==> config.mk <==
export PLATFORM = sky130hd
export DESIGN_NAME = flash_boot_loader
export DESIGN_NICKNAME = d
export VERILOG_FILES = /design/src/rtl/flash_boot_loader.sv
export SDC_FILE = /design/constraint.sdc
export NUM_CORES = 1
export LEC_CHECK = 0
export BUFFER_PORTS_ARGS = -buffer_cell sky130_fd_sc_hd__buf_2
export CORE_MARGIN = 2
export CORE_UTILIZATION = 40
export CTS_CLUSTER_SIZE = 12
export DETAILED_ROUTE_END_ITERATION = 16
export GPL_ROUTABILITY_DRIVEN = 0
export PLACE_DENSITY = 0.69
export SYNTH_ARGS = -nofsm -noshare
export SYNTH_HDL_FRONTEND = slang
export SYNTH_SLANG_ARGS = --single-unit
==> constraint.sdc <==
create_clock -name clk -period 2.39 [get_ports clk]
set_input_delay 0 -clock clk [delete_from_list [all_inputs] [get_ports clk]]
set_output_delay 0 -clock clk [all_outputs]
set_load 0.005 [all_outputs]
==> src/rtl/flash_boot_loader.sv <==
// -----------------------------------------------------------------------------
// flash_boot_loader
//
// Boot-time image copier. After reset it walks flash ROM addresses
// 0..COPY_LENGTH-1 over the combinational ROM port and streams each word into
// system memory through a valid/ready write port. The core is held in reset
// (CoreReset=1) until the last word has been accepted. A Start pulse while
// DONE re-runs the whole copy.
//
// Optional feature macro: FLASH_BOOT_CHECKSUM_EN
//   defined   -> Checksum accumulates every accepted write word, modulo 2^16
//   undefined -> Checksum is tied to zero and no adder is built
//
// Parameters:
//   COPY_LENGTH  number of 16-bit words copied (1..1024)
//   DEST_BASE    memory word address that receives ROM word 0
//
// Ports:
//   clk              system clock, rising edge
//   async_rst_n      asynchronous active-low reset
//   Start            single-cycle re-copy request, honoured only in DONE
//   RomAddress       flash ROM address (current word index)
//   RomValue         ROM data, combinational from RomAddress
//   MemWriteValid    write request
//   MemWriteReady    write accepted when high together with MemWriteValid
//   MemWriteAddress  destination word address
//   MemWriteData     destination data
//   Busy             copy in progress (FETCH / WRITE)
//   Done             image fully written
//   CoreReset        holds the core in reset in every state except DONE
//   Checksum         running image checksum (see macro above)
// -----------------------------------------------------------------------------
module flash_boot_loader #(
  parameter int unsigned COPY_LENGTH = 1024,
  parameter logic [15:0] DEST_BASE   = 16'h0000
) (
  input  logic        clk,
  input  logic        async_rst_n,
  input  logic        Start,
  output logic [9:0]  RomAddress,
  input  logic [15:0] RomValue,
  output logic        MemWriteValid,
  input  logic        MemWriteReady,
  output logic [15:0] MemWriteAddress,
  output logic [15:0] MemWriteData,
  output logic        Busy,
  output logic        Done,
  output logic        CoreReset,
  output logic [15:0] Checksum
);

  localparam logic [9:0] LAST_INDEX = 10'(COPY_LENGTH - 1);

  typedef enum logic [1:0] {
    ST_IDLE  = 2'd0,
    ST_FETCH = 2'd1,
    ST_WRITE = 2'd2,
    ST_DONE  = 2'd3
  } state_e;

  state_e      state_q, state_d;
  logic [9:0]  index_q, index_d;
  logic        wr_valid_q, wr_valid_d;
  logic [15:0] wr_addr_q, wr_addr_d;
  logic [15:0] wr_data_q, wr_data_d;
  logic        busy_q, busy_d;
  logic        done_q, done_d;
  logic        core_rst_q, core_rst_d;
  logic        accept_s;

  // A write completes only while a request is actually outstanding.
  assign accept_s = wr_valid_q & MemWriteReady;

  // State register.
  always_ff @(posedge clk or negedge async_rst_n) begin
    if (!async_rst_n) begin
      state_q <= ST_IDLE;
    end else begin
      state_q <= state_d;
    end
  end

  // Next-state logic.
  always_comb begin
    state_d = state_q;
    case (state_q)
      ST_IDLE: begin
        state_d = ST_FETCH;
      end
      ST_FETCH: begin
        state_d = ST_WRITE;
      end
      ST_WRITE: begin
        if (accept_s) begin
          if (index_q == LAST_INDEX) begin
            state_d = ST_DONE;
          end else begin
            state_d = ST_FETCH;
          end
        end else begin
          state_d = ST_WRITE;
        end
      end
      ST_DONE: begin
        if (Start) begin
          state_d = ST_FETCH;
        end else begin
          state_d = ST_DONE;
        end
      end
      default: begin
        state_d = ST_IDLE;
      end
    endcase
  end

  // Status outputs, decoded from the next state so they register in step
  // with the state change.
  always_comb begin
    busy_d     = 1'b0;
    done_d     = 1'b0;
    core_rst_d = 1'b1;
    case (state_d)
      ST_IDLE: begin
        busy_d     = 1'b0;
        done_d     = 1'b0;
        core_rst_d = 1'b1;
      end
      ST_FETCH, ST_WRITE: begin
        busy_d     = 1'b1;
        done_d     = 1'b0;
        core_rst_d = 1'b1;
      end
      ST_DONE: begin
        busy_d     = 1'b0;
        done_d     = 1'b1;
        core_rst_d = 1'b0;
      end
      default: begin
        busy_d     = 1'b0;
        done_d     = 1'b0;
        core_rst_d = 1'b1;
      end
    endcase
  end

  // Index and write-port datapath.
  always_comb begin
    index_d    = index_q;
    wr_valid_d = wr_valid_q;
    wr_addr_d  = wr_addr_q;
    wr_data_d  = wr_data_q;
    case (state_q)
      ST_IDLE: begin
        index_d = 10'd0;
      end
      ST_FETCH: begin
        // ROM is zero-latency: RomValue already reflects RomAddress=index_q.
        wr_data_d  = RomValue;
        wr_addr_d  = DEST_BASE + {6'd0, index_q};
        wr_valid_d = 1'b1;
      end
      ST_WRITE: begin
        if (accept_s) begin
          wr_valid_d = 1'b0;
          // Hold the index on the last word so RomAddress never passes it.
          if (index_q != LAST_INDEX) begin
            index_d = index_q + 10'd1;
          end else begin
            index_d = index_q;
          end
        end else begin
          wr_valid_d = wr_valid_q;
        end
      end
      ST_DONE: begin
        if (Start) begin
          index_d = 10'd0;
        end else begin
          index_d = index_q;
        end
      end
      default: begin
        index_d    = 10'd0;
        wr_valid_d = 1'b0;
      end
    endcase
  end

  // Datapath and status registers.
  always_ff @(posedge clk or negedge async_rst_n) begin
    if (!async_rst_n) begin
      index_q    <= 10'd0;
      wr_valid_q <= 1'b0;
      wr_addr_q  <= 16'h0000;
      wr_data_q  <= 16'h0000;
      busy_q     <= 1'b0;
      done_q     <= 1'b0;
      core_rst_q <= 1'b1;
    end else begin
      index_q    <= index_d;
      wr_valid_q <= wr_valid_d;
      wr_addr_q  <= wr_addr_d;
      wr_data_q  <= wr_data_d;
      busy_q     <= busy_d;
      done_q     <= done_d;
      core_rst_q <= core_rst_d;
    end
  end

`ifdef FLASH_BOOT_CHECKSUM_EN
  logic [15:0] checksum_q, checksum_d;

  // Checksum accumulates accepted words; cleared when a re-copy starts.
  always_comb begin
    checksum_d = checksum_q;
    if (state_q == ST_WRITE && accept_s) begin
      checksum_d = checksum_q + wr_data_q;
    end else if (state_q == ST_DONE && Start) begin
      checksum_d = 16'h0000;
    end else begin
      checksum_d = checksum_q;
    end
  end

  // Checksum register.
  always_ff @(posedge clk or negedge async_rst_n) begin
    if (!async_rst_n) begin
      checksum_q <= 16'h0000;
    end else begin
      checksum_q <= checksum_d;
    end
  end

  assign Checksum = checksum_q;
`else
  assign Checksum = 16'h0000;
`endif

  assign RomAddress      = index_q;
  assign MemWriteValid   = wr_valid_q;
  assign MemWriteAddress = wr_addr_q;
  assign MemWriteData    = wr_data_q;
  assign Busy            = busy_q;
  assign Done            = done_q;
  assign CoreReset       = core_rst_q;

endmodule

== Word level (Yosys, flattened, before mapping) ==
Cells that the tools add are included.

* Bits in registers: 42
* Input bits: 20
* Output and inout bits: 62

* $add $sub $neg: 1
* Eq/ne operators: 11
* Muxes and demuxes: 13
* Bitwise operators: 1
* Reduce and logical (&&, ||, !) cells: 9

{| class="wikitable"
|+ Operators with widths
! kind !! count
|-
| two-way mux 10 bit || 3
|-
| one-hot mux 10 bit (3 select lines) || 1
|-
| adder 10 x 1 -> 10 bit (second input constant) || 1
|-
| == test 10 bit (second input constant) || 1
|-
| inequality test 10 bit (second input constant) || 1
|-
| == test 2 bit (second input constant) || 4
|-
| one-hot mux 1 bit (2 select lines) || 4
|-
| one-hot mux 2 bit (4 select lines) || 1
|-
| two-way mux 2 bit || 3
|-
| inequality test 2 bit (second input constant) || 3
|-
| == test 2 x 1 -> 1 bit (second input constant) || 2
|-
| logical NOT 2 bit || 2
|-
| AND reduction 4 bit || 1
|-
| OR reduction 2 bit || 2
|-
| nonzero test 3 bit || 1
|-
| OR reduction 3 bit || 1
|-
| AND reduction 2 bit || 1
|-
| nonzero test 2 bit || 1
|-
| AND 1 bit || 1
|-
| two-way mux 1 bit || 1
|}

== Depth between registers and ports, before layout ==
Gate-level depths: netlist (run 1).

* Depth after elaboration: 7
* Mapped depth: 9

== Least setup slack after synthesis (run 1) ==
OpenSTA, ideal clock, no wires.

* Path type: register to register
* Start: register index_q[0] (netlist: RomAddress[0])
* End: register busy_q (netlist: Busy)
* Library setup time: 0.126 ns
* Arrival: 1.624 ns
* Data required time: 2.264 ns
* Setup slack: 0.640 ns
* Stages on the path, launching flop included: 9
* Path buffers: 2
* Cell sequence: dfrtp_1 ha_1 and3_1 buf_4 nand4_4 o21a_1 buf_6 inv_1 ha_1

* Longest elaborated chain between the ends: 7
* Elaborated cells on any way between the ends: 11
* Those cells by class: eq/ne: 4; mux: 4; reduce/logical: 3

{| class="wikitable"
|+ Ends and longest elaborated chain
! what !! RTL line !! source
|-
| from (decl) || 62 || <nowiki>logic [9:0] index_q, index_d;</nowiki>
|-
| from (signal assigned) || 201 || <nowiki>index_q <= index_d;</nowiki>
|-
| == test 10 bit (*) || 95 || <nowiki>if (index_q == LAST_INDEX) begin</nowiki>
|-
| two-way mux 2 bit (*) || 95 ||
|-
| two-way mux 2 bit (*) || 94 || <nowiki>if (accept_s) begin</nowiki>
|-
| one-hot mux 2 bit (4 select lines) (*) || 86 || <nowiki>case (state_q)</nowiki>
|-
| == test 2 bit, or another cell as far along || 123 || <nowiki>case (state_d)</nowiki>
|-
| OR reduction 2 bit, on equally long branches || - ||
|-
| one-hot mux 1 bit (2 select lines) (*) || 123 ||
|-
| net busy_d || 66 || <nowiki>logic busy_q, busy_d;</nowiki>
|-
| to (signal assigned) || 205 || <nowiki>busy_q <= busy_d;</nowiki>
|-
| to (decl) || 66 ||
|}

The timed path passes the listed nets; every way through them passes the cells marked *.
A chain may end at the register's enable or synchronous reset.

== Worst setup path in the final report (run 1) ==
* Start: register index_q[0] (netlist: RomAddress[0])
* End: register index_q[3] (netlist: RomAddress[3])

* Longest elaborated chain between the ends: 4
* Elaborated cells on any way between the ends: 7
* Those cells by class: add/sub: 1; eq/ne: 2; mux: 3; reduce/logical: 1

{| class="wikitable"
|+ Ends and longest elaborated chain
! what !! RTL line !! source
|-
| adder 10 x 1 -> 10 bit || 168 || <nowiki>index_d = index_q + 10'd1;</nowiki>
|-
| two-way mux 10 bit || 167 || <nowiki>if (index_q != LAST_INDEX) begin</nowiki>
|-
| two-way mux 10 bit || 164 || <nowiki>if (accept_s) begin</nowiki>
|-
| one-hot mux 10 bit (3 select lines) || 153 || <nowiki>case (state_q)</nowiki>
|}

Several ways; a longest one is shown, not always the timed one. The select of a mux whose other input is x is not followed.

==> results.md, run 1 <==
* Iteration count of the initial detailed-routing pass at 4
* Initial antenna violation count at 0
* Hold Path Class: in2reg
* Lkg Pwr at between 1 and 1.5 nW
* DRC viols at 0
* CTS tree: yes
* Period Utilization, post-route at roughly 76%
* Critical path class: reg2reg
* Fraction of layout cells with a size suffix above 1 at between 40% and 50%
* Final clock skew at 7.24 ps
* Overall routing resource usage at 14.4%
* Total Wirelength at approximately 3.7 mm
* Post-synth EDFFs at 0
* Clk_lat worst skew at between 200 and 300 ps
* DPL Wire Length at ~2.6 mm
* Clock buffer depth at 2
* DR vias at approximately 1400
* Post_cts resized at 0
* Top cell type's share of synthesized area at 53.1%
* PD cells at between 1000 and 1500 nW/um^2
* Final Hold Viols at 0
* I/O Buffers at roughly 60
* First-pass GRT wire length at between 5 and 6 mm
* Design Power at 2.55 mW
* Fin area at ~2500 sq um
* Post-placement cell area at 2200 sq um
* Post-layout min period at 1820 ps
* Via density at slightly below 5
* Site row count at 25
* Mapped Cells at 159
* Top cells by count, synth: dfrtp_1, mux2_2, buf_4, a21oi_1
* Largest net degree at the start of global routing at 43
* IO Count at 82
* Main synth FF type: dfrtp_1
* Synth cell types at 30
* Setup violations, final at 0
* CTS root buffer: clkbuf_8
* Cts bufs inserted at 5
* Synthesized flop and latch total at 42
* Critical Path RT at 2610 ps
* Crit-path max FO at 7
* Worst VDD drop at 0.558 mV
* Die span in x at between 70 and 80 um
* CTS Sinks at 42
* Vias in the first global route at about 1200
* Max-slew violations at 0
* Data arrival time of the worst path at 2040 ps
* Synth area leader: dfrtp_1
* GRT overflow at 0
* Async SR Flop Fraction at 100%
* Initial Util at between 40% and 50%
* RSZ-0062 raised after global routing: no
* CP Capture Type: flop
* Slew margin rel. at 39.6%
* CTS H-tree depth at 2
* YS warnings at 0
* Initial DRC count at 30
* FF+latch area at about 1100 sq um
* Syn avg cell area at 12.2 sq um
* Post-DR wirelength/cell at 12.7 um
* Syn Std Cell Area at around 1900 sq um
* Synth top area cells: dfrtp_1, mux2_2, buf_4, a21oi_1, o21a_1
* NumNets Final at roughly 260
* Die Area at around 5400 sq um
* Register area share after synthesis at 54.4%
* Die height at 73.5 um
* Least-Margin Pin Slew at approximately 910 ps
* Maxcap violations at 0
* Fmax at approximately 0.55 GHz
* P&R area growth vs syn at 28.7%
* Antenna diodes at 0
* Worst Setup Start Kind: flop
* Setup TNS at 0 ps
* Reg clk slew, reported paths at about 80 ps
* Core ar. at 4690 sq um
* Outcome: completed
* Footprint of the multi-input gates at roughly 740 sq um
* Antenna-violating nets left at 0
* Most frequent cell after synthesis: dfrtp_1
* Fill count at 420
==> worst max-delay path: stages (launching register included) <==
cell,delay [ps]
dfrtp_1,440
ha_1,210
and3_1,320
nand4_4,150
o21a_1,280
buf_4,190
a31oi_1,160
==> flip-flops by register name (all words and copies together) (netlist names) <==
register	flops
MemWriteAddress	10
Done	1
CoreReset	1
Busy	1
RomAddress	10
MemWriteValid	1
MemWriteData	16
state_q	2
==> layout by cell type, fill, tap and decap left out <==
cell,instances
dlygate4sd3_1,18
nand4_4,1
o211ai_2,1
o21a_1,4
a22oi_1,1
nand3_1,3
nand4_1,2
nor2_1,4
nand4b_1,1
conb_1,22
dfrtp_1,41
and2b_1,1
nand2_1,6
buf_4,3
a21oi_1,11
a31oi_1,4
clkbuf_8,6
nand2b_1,1
nor2b_2,1
dfstp_2,1
a211o_1,1
inv_1,6
bufinv_16,1
and3_1,4
buf_2,59
o21ai_1,2
nor2b_1,1
o21ai_0,2
ha_1,2
and4_2,1
a41oi_1,2
mux2_2,26
==> per-layer routing <==
metal  up-vias  track usage (%)  part of all wire (%)
met1       663             18.6                    45
met2        61             21.8                    46
met4         0             6.06                   1.7
met5         -                0                     0
met3         6             5.08                   7.5
li1        679                -                     -
==> logic make-up (layout without fill, tap and decap cells) <==
logic type	count (synthesis)	in the layout	synth area share, %
DFF	42	42	54.4
buffers and inverters	34	93	11.7
AOI/OAI and AO/OA	28	28	9.13
muxes	26	26	15.1
and+or+nand+nor	26	26	8.09
adders and majority gates	2	2	1.29
other	1	22	0.194
==> layout make-up <==
class,count,area share [%]
sequential,42,42.3
clock buffer,6,3.32
tap,54,2.71
clock inverter,1,1.21
multi-input combinational,104,29.6
inverter,6,0.905
timing repair buffer,80,20.0
==> timing repair <==
action,CTS,global route
hold buffers,18,0
setup buffers,0,0
hold endpoints to repair,58,0
==> stage by stage <==
stage                     cells  hold slack, ps  setup slack [ps]  utilization [%]
after detailed placement    268             195               556             46.8
after floorplan             180            -296               640                -
after CTS                   293             161               552             53.0
after global placement      268             190               664             46.8
final                       293             177               572             53.0
after global routing        293             195               427             53.0
==> power breakdown <==
| group | total [mW] | internal, mW | switching [mW] |
|---|---|---|---|
| Combinational | 0.920 | 0.492 | 0.428 |
| Clock | 0.563 | 0.334 | 0.229 |
| Sequential | 1.07 | 0.946 | 0.122 |
==> path summary, 6_finish.rpt <==
check / from / endpoint / slack [ps] / cells past startpoint
min in group asynchronous: async_rst_n / MemWriteAddress[8]$_DFFE_PN0P_ / 380 / 2
worst min-delay path: Start / RomAddress[8]$_DFFE_PN0P_ / 180 / 4
worst min register to register: MemWriteAddress[7]$_DFFE_PN0P_ / MemWriteAddress[7]$_DFFE_PN0P_ / 500 / 1
max in group asynchronous: async_rst_n / MemWriteData[5]$_DFFE_PN0P_ / 1450 / 2
worst max-delay path: RomAddress[0]$_DFFE_PN0P_ / RomAddress[3]$_DFFE_PN0P_ / 570 / 6
worst max register to register: RomAddress[0]$_DFFE_PN0P_ / RomAddress[3]$_DFFE_PN0P_ / 570 / 6
(Power assumes the default switching activity.)
==> run 2, diff against run 1 <==
==> constraint.sdc (replaced) <==
create_clock -name clk -period 1.7 [get_ports clk]
set_input_delay 0 -clock clk [delete_from_list [all_inputs] [get_ports clk]]
set_output_delay 0 -clock clk [all_outputs]
set_load 0.005 [all_outputs]
==> run 2 against run 1 <==
  * Combinational power is 60% higher
  * Clock skew fell by 1.9 ps
  * Worst setup slack got worse by 460 ps
  * Sequential power up 39%
  * First-iteration DRC count rose by 120%
  * Global-route usage grew 0.59 points
  * Via count rose by 1.1%
  * Core utilization increased by 1.7 points
  * Register-to-register slack worse by 460 ps
  * Sequential cell count did not move
  * Clock-buffer cell count shrank 1
  * Power grew 39%
  * Critical endpoint is now RomAddress[5]$_DFFE_PN0P_
  * Largest power group unchanged
==> results.md, run 2 (same netlist as run 1, synthesis figures left out) <==
* Final Core Density at ~55%
* Worst R2R Start: RomAddress[1]$_DFFE_PN0P_
* Met3 wire len at 231 um
* GRT overflow at 0
* DPL Wire Length at 2.83 mm
* Max reg flops at 16
* Fraction of layout cells with a size suffix above 1 at 46.4%
* Initial antenna violation count at 0
* Max-slew violations at 0
* Die height at 73.5 um
* Initial Util at roughly two fifths
* DRC viols at 0
* Die Area at roughly 5400 sq um
* Antenna-violating nets left at 0
* CTS Sinks at 42
* Fin area at 2570 sq um
* Clk_lat worst skew at ~290 ps
* Die span in x at about 74 um
* R2R cell count at 6
* Metal2 WL at 1.87 mm
* Outcome: completed
* FF+latch area at approximately 1100 sq um
* Site row count at 25
* Worst Setup Start Kind: flop
* IO Count at roughly 80
* Lkg Pwr at between 1 and 1.5 nW
* CTS root buffer: clkbuf_8
* Worst VDD drop at between 0.9 and 1 mV
* First-pass GRT wire length at slightly above 6 mm
* Commonest non-fill, non-tap cells in the layout: buf_2, dfrtp_1, mux2_2, conb_1, dlygate4sd3_1
* Critical Path Max Stage Delay at between 300 and 400 ps
* Hold Path Class: in2async
* Largest net degree at the start of global routing at 17
* Reg clk slew, reported paths at about 70 ps
* Period Utilization, post-route at slightly above 90%
* Cell chain of the critical path: ha_2 -> and3_4 -> nand4_4 -> o21a_1 -> buf_4 -> a31oi_1
* Footprint of the multi-input gates at 764 sq um
* Total Wirelength at approximately 3.8 mm
* Crit-path max FO at 6
* Overall routing resource usage at about 15%
* Dpl cells at 279
* Post-CTS Setup Bufs at 0
* Met1 wire length at between 1.5 and 2 mm
* Post-DR wirelength/cell at ~12 um
* Final clock skew at around 5.4 ps
* Finished Layout Cells at 304
* Iteration count of the initial detailed-routing pass at 4
* Data arrival time of the worst path at roughly 1800 ps
* Final Hold Viols at 0
* Via density at between 4 and 5
* Setup violations, final at 0
* Final WS setup at between 100 and 150 ps
* WHS at around 110 ps
* Worst path buffer plus inverter count at 1
* Critical path class: reg2reg
* Worst path top cell family by delay: compound AO/OA/AOI/OAI gates
* Reg2Reg Setup Slack at 110 ps
* DR vias at roughly 1400
* Dpl ws at approximately 120 ps
* Fmax at 0.631 GHz
* Vias in the first global route at between 1000 and 1500
* CTS H-tree depth at 2
* RSZ-0062 raised after global routing: no
* P&R area growth vs syn at 32.8%
* NumNets Final at between 200 and 300
* CTS tree: yes
* Antenna diodes at 0
* Maxcap violations at 0
* Initial DRC count at 65
* Max Used Layer: met4
* Post-placement cell area at between 2000 and 2500 sq um
* I/O Buffers at 59
* Critical Path RT at 1910 ps
* CP Capture Type: flop
* Post-layout min period at ~1600 ps
* Core ar. at between 4000 and 5000 sq um
* Fill count at between 400 and 500
* Critical R2R Capture: RomAddress[5]$_DFFE_PN0P_
* PD cells at between 1000 and 1500 nW/um^2
* Most common cell after layout, fill and taps aside: buf_2
* Clock buffer depth at 2
* Slowest CP cell: dfrtp_1
* Cts bufs inserted at 5
==> run 2: changes by cell type in the layout (fill, tap and decap cells not counted), sizes merged <==
cell and change:
buf +11, bufinv -1, clkbuf -1, clkinv +2
==> run 2: worst max path at each step <==
stage / from / end / slack (ps) / cells after the start
final: RomAddress[1]$_DFFE_PN0P_ / RomAddress[5]$_DFFE_PN0P_ / 110 / 6
after global routing: RomAddress[1]$_DFFE_PN0P_ / RomAddress[5]$_DFFE_PN0P_ / 4 / 6
after CTS: RomAddress[1]$_DFFE_PN0P_ / RomAddress[5]$_DFFE_PN0P_ / 110 / 6
after detailed placement: RomAddress[1]$_DFFE_PN0P_ / RomAddress[5]$_DFFE_PN0P_ / 120 / 6
after global placement: RomAddress[1]$_DFFE_PN0P_ / RomAddress[3]$_DFFE_PN0P_ / 190 / 6
after floorplan: RomAddress[0]$_DFFE_PN0P_ / Busy$_DFF_PN0_ / -4 / 8
==> run 2: worst register-to-register path: cells and delay by family, from the launching register on <==
family	cells	cell delay (ps)
and+or+nand+nor	2	360
DFF	1	360
buffers and inverters	1	170
AOI/OAI and AO/OA	2	420
adders and majority gates	1	200
==> run 2: per-stage QoR <==
step | TNS (ps) | power, mW
2_1_floorplan | -3.92 | 2.39
3_5_place_dp | 0 | 2.97
4_1_cts | 0 | 3.62
5_1_grt | 0 | 3.84
6_report | 0 | 3.55
3_3_place_gp | 0 | 2.94
==> run 2: routing by layer <==
metal	up-vias	track usage (%)
met1	672	19.7
li1	694	-
met5	-	0
met3	5	4.66
met2	53	23.8
met4	0	4.24
==> run 2: report_power, final <==
group	internal, mW	total [mW]	switching (mW)
Clock	0.275	0.587	0.312
Combinational	0.806	1.47	0.666
Sequential	1.33	1.49	0.155
Total	2.41	3.55	1.13
==> run 2: final cells by class <==
cell class	instances	share of cell area (%)
clock buffer	5	2.68
clock inverter	2	0.390
inverter	6	0.878
multi-input combinational	104	29.8
sequential	42	41.0
tap	54	2.63
timing repair buffer	91	22.6
==> run 2: timing repair <==
item,in CTS,in global routing
endpoints found under the setup margin,0,2
resized for setup,0,2
hold buffers,18,0
hold endpoints to repair,59,0
